`src/rtl/maze_pg_if.sv`:
```
// Request handshake bundle for the mesh power-gate controller.
//   req_vld  : request valid (master -> slave)
//   req_on   : 1 = gate node, 0 = release gated node (master -> slave)
//   req_node : target node coordinate {vp[2:0],hp[2:0]} (master -> slave)
//   req_rdy  : controller can accept a request (slave -> master)
interface maze_pg_if #(
  parameter int ID_W = 6
);
  logic            req_vld;
  logic            req_on;
  logic [ID_W-1:0] req_node;
  logic            req_rdy;

  modport master (output req_vld, req_on, req_node, input req_rdy);
  modport slave  (input req_vld, req_on, req_node, output req_rdy);
endinterface

```
`src/rtl/maze_pg_ctrl.sv`:
```
// Mesh power-gate controller. Accepts gate/release requests for one node,
// drains the mesh (blocks injection until the network has been quiet for
// IDLE_CYC consecutive cycles), applies the new pg_en/pg_node, then waits
// WAKE_CYC settle cycles before signalling completion.
// Ports:
//   clk, rst_n : clock, asynchronous active-low reset
//   req        : request handshake (slave side of maze_pg_if)
//   net_idle   : mesh quiescent this cycle (only observed while draining)
//   drain_o    : blocks new A-port injection at all nodes
//   pg_en      : fault/clock-gate enable to mesh top
//   pg_node    : gated node coordinate
//   done_o     : one-cycle pulse, operation completed
//   err_o      : one-cycle pulse, request rejected or drain timed out
// All outputs are registered.
module maze_pg_ctrl #(
  parameter int ID_W      = 6,
  parameter int IDLE_CYC  = 8,
  parameter int WAKE_CYC  = 4,
  parameter int DRAIN_TMO = 1024
) (
  input  logic            clk,
  input  logic            rst_n,
  maze_pg_if.slave        req,
  input  logic            net_idle,
  output logic            drain_o,
  output logic            pg_en,
  output logic [ID_W-1:0] pg_node,
  output logic            done_o,
  output logic            err_o
);

  localparam int IW = $clog2(IDLE_CYC + 1);
  localparam int TW = $clog2(DRAIN_TMO + 1);
  localparam int WW = $clog2(WAKE_CYC + 1);

  localparam logic [IW-1:0] IDLE_LAST = IW'(IDLE_CYC - 1);
  localparam logic [TW-1:0] TMO_LAST  = TW'(DRAIN_TMO - 1);
  localparam logic [WW-1:0] WAKE_LAST = WW'(WAKE_CYC - 1);

  typedef enum logic [1:0] {S_IDLE, S_DRAIN, S_APPLY, S_SETTLE} state_t;

  state_t            state, state_nxt;
  logic [IW-1:0]     idle_cnt, idle_nxt;
  logic [TW-1:0]     tmo_cnt, tmo_nxt;
  logic [WW-1:0]     wake_cnt, wake_nxt;
  logic              lat_on, lat_on_nxt;
  logic [ID_W-1:0]   lat_node, lat_node_nxt;
  logic              pg_en_nxt;
  logic [ID_W-1:0]   pg_node_nxt;
  logic              done_nxt, err_nxt;
  logic              rdy_q;
  logic              reject;

  assign req.req_rdy = rdy_q;

  // Gating while something is already gated, or releasing a node that is not
  // the gated one, is refused without touching any output.
  assign reject = req.req_on ? pg_en
                             : (!pg_en || (req.req_node != pg_node));

  always_comb begin
    state_nxt    = state;
    idle_nxt     = idle_cnt;
    tmo_nxt      = tmo_cnt;
    wake_nxt     = wake_cnt;
    lat_on_nxt   = lat_on;
    lat_node_nxt = lat_node;
    pg_en_nxt    = pg_en;
    pg_node_nxt  = pg_node;
    err_nxt      = 1'b0;

    case (state)
      S_IDLE: begin
        if (req.req_vld) begin
          if (reject) begin
            err_nxt = 1'b1;
          end else begin
            lat_on_nxt   = req.req_on;
            lat_node_nxt = req.req_node;
            idle_nxt     = '0;
            tmo_nxt      = '0;
            state_nxt    = S_DRAIN;
          end
        end
      end
      S_DRAIN: begin
        tmo_nxt  = tmo_cnt + 1'b1;
        idle_nxt = net_idle ? idle_cnt + 1'b1 : '0;
        // Quiet-window completion takes priority over the timeout.
        if (net_idle && (idle_cnt == IDLE_LAST)) begin
          state_nxt = S_APPLY;
          idle_nxt  = '0;
          tmo_nxt   = '0;
        end else if (tmo_cnt == TMO_LAST) begin
          state_nxt = S_IDLE;
          err_nxt   = 1'b1;
          idle_nxt  = '0;
          tmo_nxt   = '0;
        end
      end
      S_APPLY: begin
        pg_en_nxt = lat_on;
        if (lat_on) begin
          pg_node_nxt = lat_node;
        end
        wake_nxt  = '0;
        state_nxt = S_SETTLE;
      end
      S_SETTLE: begin
        if (wake_cnt == WAKE_LAST) begin
          wake_nxt  = '0;
          state_nxt = S_IDLE;
        end else begin
          wake_nxt = wake_cnt + 1'b1;
        end
      end
      default: begin
        state_nxt = S_IDLE;
      end
    endcase

    // done_o is registered, so it is raised on the edge entering the last
    // settle cycle rather than during it.
    done_nxt = (state_nxt == S_SETTLE) && (wake_nxt == WAKE_LAST);
  end

  always_ff @(posedge clk or negedge rst_n) begin
    if (!rst_n) begin
      state    <= S_IDLE;
      idle_cnt <= '0;
      tmo_cnt  <= '0;
      wake_cnt <= '0;
      lat_on   <= 1'b0;
      lat_node <= '0;
      pg_en    <= 1'b0;
      pg_node  <= '0;
      done_o   <= 1'b0;
      err_o    <= 1'b0;
      drain_o  <= 1'b0;
      rdy_q    <= 1'b1;
    end else begin
      state    <= state_nxt;
      idle_cnt <= idle_nxt;
      tmo_cnt  <= tmo_nxt;
      wake_cnt <= wake_nxt;
      lat_on   <= lat_on_nxt;
      lat_node <= lat_node_nxt;
      pg_en    <= pg_en_nxt;
      pg_node  <= pg_node_nxt;
      done_o   <= done_nxt;
      err_o    <= err_nxt;
      drain_o  <= (state_nxt != S_IDLE);
      rdy_q    <= (state_nxt == S_IDLE);
    end
  end

endmodule

```
`src/flat_wrapper.sv`:
```
// flat-port wrapper written by rule: the top's interface ports become plain ports
module maze_pg_ctrl_flat 
#(
  parameter int ID_W      = 6,
  parameter int IDLE_CYC  = 8,
  parameter int WAKE_CYC  = 4,
  parameter int DRAIN_TMO = 1024
)
  (clk, rst_n, net_idle, drain_o, pg_en, pg_node, done_o, err_o, req_req_vld, req_req_on, req_req_node, req_req_rdy);
  maze_pg_if #(.ID_W(ID_W)) req_i ();
  input  logic clk;
  input  logic rst_n;
  input  logic net_idle;
  output logic drain_o;
  output logic pg_en;
  output logic [ID_W-1:0] pg_node;
  output logic done_o;
  output logic err_o;
  input wire logic [$bits(req_i.req_vld)-1:0] req_req_vld;
  input wire logic [$bits(req_i.req_on)-1:0] req_req_on;
  input wire logic [$bits(req_i.req_node)-1:0] req_req_node;
  output wire logic [$bits(req_i.req_rdy)-1:0] req_req_rdy;
  assign req_i.req_vld = req_req_vld;
  assign req_i.req_on = req_req_on;
  assign req_i.req_node = req_req_node;
  assign req_req_rdy = req_i.req_rdy;
  maze_pg_ctrl #(.ID_W(ID_W), .IDLE_CYC(IDLE_CYC), .WAKE_CYC(WAKE_CYC), .DRAIN_TMO(DRAIN_TMO)) u_core (.clk(clk), .rst_n(rst_n), .req(req_i), .net_idle(net_idle), .drain_o(drain_o), .pg_en(pg_en), .pg_node(pg_node), .done_o(done_o), .err_o(err_o));
endmodule
```
`config.mk`:
```
export PLATFORM = sky130hd
export DESIGN_NAME = maze_pg_ctrl_flat
export DESIGN_NICKNAME = d
export VERILOG_FILES = /design/src/rtl/maze_pg_if.sv /design/src/rtl/maze_pg_ctrl.sv /design/src/flat_wrapper.sv
export SDC_FILE = /design/constraint.sdc
export NUM_CORES = 1
export LEC_CHECK = 0
export CORE_UTILIZATION = 59
export CTS_CLUSTER_DIAMETER = 80
export DETAILED_ROUTE_END_ITERATION = 8
export GPL_ROUTABILITY_DRIVEN = 0
export GPL_TIMING_DRIVEN = 0
export PLACE_DENSITY = 0.82
export SYNTH_ARGS = -nofsm -noshare
export SYNTH_HDL_FRONTEND = slang
export SYNTH_SLANG_ARGS = --single-unit
export TNS_END_PERCENT = 30
```
`constraint.sdc`:
```
create_clock -name clk -period 5.3 [get_ports clk]
set_clock_uncertainty 0.15 [all_clocks]
set_input_delay 1.59 -clock clk [delete_from_list [all_inputs] [get_ports clk]]
set_output_delay 1.59 -clock clk [all_outputs]
set_load 0.02 [all_outputs]
```
## After elaboration in Yosys (flattened, before gate mapping)

Index checks and enable logic that the tools add are counted.

- Flip-flop bits (word level): 38
- Bits of input ports: 11
- Output and inout bits: 11

- Add/sub/neg operators: 3
- Equality and inequality tests: 11
- Multiplexer cells: 25
- Bitwise operators: 1
- Reductions and logical operators: 11

Operator list:

| kind | number |
|---|---|
| $mux W11 | 4 |
| $pmux W11 S2 | 1 |
| $mux W4 | 5 |
| $add A11 B1 Y11 const B | 1 |
| $eq A11 B10 Y1 const B | 1 |
| $mux W2 | 5 |
| $pmux W2 S4 | 1 |
| $pmux W4 S2 | 1 |
| $eq A2 B2 Y1 const B | 3 |
| $eq A3 B2 Y1 const B | 2 |
| $ne A6 B6 Y1 | 1 |
| $pmux W3 S2 | 1 |
| $reduce_and A3 Y1 | 2 |
| $mux W1 | 5 |
| $add A4 B1 Y4 const B | 1 |
| $eq A4 B3 Y1 const B | 1 |
| $logic_not A2 Y1 | 2 |
| $ne A2 B2 Y1 const B | 2 |
| $reduce_bool A2 Y1 | 2 |
| $add A3 B1 Y3 const B | 1 |
| $mux W3 | 1 |
| $eq A2 B1 Y1 const B | 1 |
| $logic_and A1 B1 Y1 | 2 |
| $pmux W1 S2 | 1 |
| 4 further kinds | 4 |

## Depth between registers and ports, before layout

- Depth in word-level cells: 8
- Depth in mapped cells: 6

## Worst setup path before layout

OpenSTA, ideal clock, no wires.

- Kind: input -> register
- Start: input req_req_node[2]
- End: register u_core.lat_node[0]
- Arrival: 2591 ps
- Data required time: 5025 ps
- Path slack: 2434 ps
- Stages: 5
- Cells stage by stage: xnor2_1 nand4_1 o21a_1 clkbuf_1 mux2_2

- Longest elaborated chain between the ends: 5

RTL lines:

| what | line | RTL |
|---|---|---|
| start: declaration | flat_wrapper.sv:21 | `input wire logic [$bits(req_i.req_node)-1:0] req_req_node;` |
| $ne A6 B6 Y1 | maze_pg_ctrl.sv:59 | `: (!pg_en \|\| (req.req_node != pg_node));` |
| $logic_or A1 B1 Y1 | maze_pg_ctrl.sv:59 |  |
| $mux W1 | maze_pg_ctrl.sv:58 | `assign reject = req.req_on ? pg_en` |
| $not A1 Y1 (no line) | -- |  |
| $reduce_and A3 Y1 (no line) | -- |  |
| end signal: assignment | maze_pg_ctrl.sv:147 | `lat_node <= lat_node_nxt;` |
| end: declaration | maze_pg_ctrl.sv:47 | `logic [ID_W-1:0] lat_node, lat_node_nxt;` |

Every way passes these cells.
A chain may end at the register's enable or synchronous reset.

## Worst setup path after layout

- Start: input net_idle
- End: register u_core.err_o

- Longest elaborated chain between the ends: 3

RTL lines:

| what | line | RTL |
|---|---|---|
| start: declaration | flat_wrapper.sv:13 | `input logic net_idle;` |
| $logic_and A1 B1 Y1 | maze_pg_ctrl.sv:90 | `if (net_idle && (idle_cnt == IDLE_LAST)) begin` |
| $mux W1 | maze_pg_ctrl.sv:90 |  |
| $pmux W1 S2 | maze_pg_ctrl.sv:72 | `case (state)` |
| named net u_core.err_nxt | maze_pg_ctrl.sv:50 | `logic done_nxt, err_nxt;` |
| end signal: assignment | maze_pg_ctrl.sv:151 | `err_o <= err_nxt;` |
| end: declaration | maze_pg_ctrl.sv:29 | `output logic err_o` |

The timed path passes the listed nets, and every way through them passes these cells.

==> flow_summary.toml <==
[timing]
layout_setup_ws_ns = 1.94
fin_crit_ns = 3.36
finalHoldViolCount = 0
worstMarginPinSlew_ns = 0.810
period_share_pct = 63.3
rsz0062_at_grt = "false"
slew_headroom_pct = 46.0
finalSetupViolCount = 0
finalSetupTns_ns = 0
fmax_ghz = 0.298
slew_viol_final = 0
hold_slack_ns = 0.350

[clocking]
cts_buffers = 5
clock-root-buffer = "clkbuf_4"
cts_tree = "yes"
postCtsSetupRepairBufs = 0
hold_buffers = 0
insertion_delay_ns = 0.33
numClockSinks = 38
cts_max_level = 2
path_clk_slew_ns = 0.10
clk_path_buf_depth = 2
ctsResizeCount = 0

[logic_synthesis]
synth_common_cells = "dfrtp_1, nand3_1, o21ai_0, mux2_2, inv_1"
synth.most_common_cell = "dfrtp_1"
synth_top_area_share_pct = 49.9
synthTopCellsByArea = "dfrtp_1, mux2_2, nand3_1, o21ai_0, xnor2_1"
synth_edf_count = 0
syn_area_um2 = 1860
ys_seq_elements = 38
synth_seq_area_share_pct = 51.3
ys_types = 37
synthCells = 173
yosys_warnings = 0
synth_top_cell_by_area = "dfrtp_1"
synthFlopType = "dfrtp_1"
syn_area_per_cell_um2 = 10.7
async_flop_share_pct = 100
syn-num-nets = 187

[outcome]
status = "finished, final reports clean"

[drt]
drc = 0
dr.pass1.iters = 4
final_antenna_net_count = 0
drt_iter0_markers = 87
routedWlPerCell_um = 15.4
routed_wl_um = 3750
vias = 1438
via_per_inst = 5.89

[worst_setup_path]
path_buf_inv = 2
end_kind = "register"
critPathLaunchType = "primary input"
critPathKind = "primary input to register"
worstPathCellList = "clkdlybuf4s50_1 > and4b_1 > nor2_1 > clkbuf_1 > nand3b_1 > a21oi_1"
worstPathArrival_ns = 3.46
worst_path_dominant_cell_family = "buffers and inverters"
worstPathMaxFanout = 10
crit_slowest_cell = "clkdlybuf4s50_1"
cp_data_required_time_ns = 5.41
cpPeakStageDelay_ns = 0.49

[power]
p_leak_nw = 0.899
fin_total_pwr_mw = 1.10
cellPowerDensity_nw_per_um2 = 506
worst_ir_drop_vdd_uv = 332

[finish]
area_growth_pct = 16.5
final_cells = 244
drive_above_1_share_pct = 12.9
layout.nets = 215
fin_area_um2 = 2160
utilization_pct = 75.2
antenna_cells = 0

[floorplanning]
die_area_um2 = 3380
row_count = 19
core_region_area_um2 = 2880
die_h_um = 58.1
pin_count = 22
fp.dieW_um = 58.1
start_util_pct = 64.5

[global_route]
grt_max_degree = 39
track_usage_pct = 25.9
grt_pass1_wl_um = 6640
antenna_found_initial = 0
grt-ovfl-total = 0
grt_pass1_vias = 1512

[placement]
placed_area_um2 = 2110
dp_hpwl_um = 2730
post-place-cells = 236
port-buffer-count = 21
dpl_worst_slack_ns = 1.61

[job]
maxCapViolations = 0

[hold_path]
min_path_type = "register to register"
## routing by layer
metal  GRT usage (%)  share of wire (%)
met1            32.5                 45
met3            6.47                4.0
met4            9.52                1.2
met5               0                  0
met2            43.3                 49
## sequential cells by signal, indices dropped and copies added, names as in the netlist
name and count:
u_core.err_o 1, u_core.req.req_rdy 1, u_core.lat_node 6, u_core.pg_en 1, u_core.lat_on 1, u_core.done_o 1
u_core.drain_o 1, u_core.pg_node 6, u_core.idle_cnt 4, u_core.state 2, u_core.wake_cnt 3, u_core.tmo_cnt 11
## layout make-up
cell class	count	area [um^2]
Sequential cell	38	952
Fill cell	200	713
Tap cell	42	52.6
Multi-Input combinational cell	119	837
Timing Repair Buffer	21	205
Clock buffer	8	48.8
Buffer	5	26.3
Inverter	11	41.3
## cells in the final DEF (no fill, tap or decap), types with 2 or more instances in the layout
cell             instances
dfrtp_1                 37
clkdlybuf4s50_1         20
nand3_1                 14
o21ai_0                 13
mux2_2                  12
inv_1                   11
nand2_1                 10
clkbuf_1                 7
xnor2_1                  7
nand4_1                  6
o221ai_1                 6
nand2b_1                 5
nor2_1                   5
nor3_1                   5
a21oi_1                  5
clkbuf_4                 5
nor2b_1                  4
ha_1                     3
mux2i_1                  2
nor3b_1                  2
o21a_1                   2
a22o_2                   2
a31oi_1                  2
## path summary, 6_finish.rpt
| kind | startpoint | end | slack (ns) | cells after the start |
|---|---|---|---|---|
| worst min register to register | u_core.wake_cnt[0] | u_core.done_o | 0.35 | 1 |
| max in group asynchronous | rst_n | u_core.pg_node[2] | 3.31 | 1 |
| worst max register to register | u_core.tmo_cnt[0] | u_core.drain_o | 3.02 | 6 |
| min in group asynchronous | rst_n | u_core.tmo_cnt[10] | 1.19 | 1 |
| worst max-delay path | net_idle | u_core.err_o | 1.94 | 6 |
| worst min-delay path | u_core.wake_cnt[0] | u_core.done_o | 0.35 | 1 |
## where the power goes
group          switching (mW)  internal (mW)  leakage, nW
Combinational           0.251          0.216        0.382
Sequential             0.0929          0.395        0.490
Clock                  0.0871         0.0529       0.0265
Total                   0.431          0.664        0.899
## cells by family after synthesis
family,synth area share (%)
fa+ha+maj,2.02
flops,51.3
xor+xnor,3.30
mux,8.36
compound gates,13.1
simple gates,18.3
buf+inv,3.64
No activity file was read; power rests on OpenSTA's default activity.
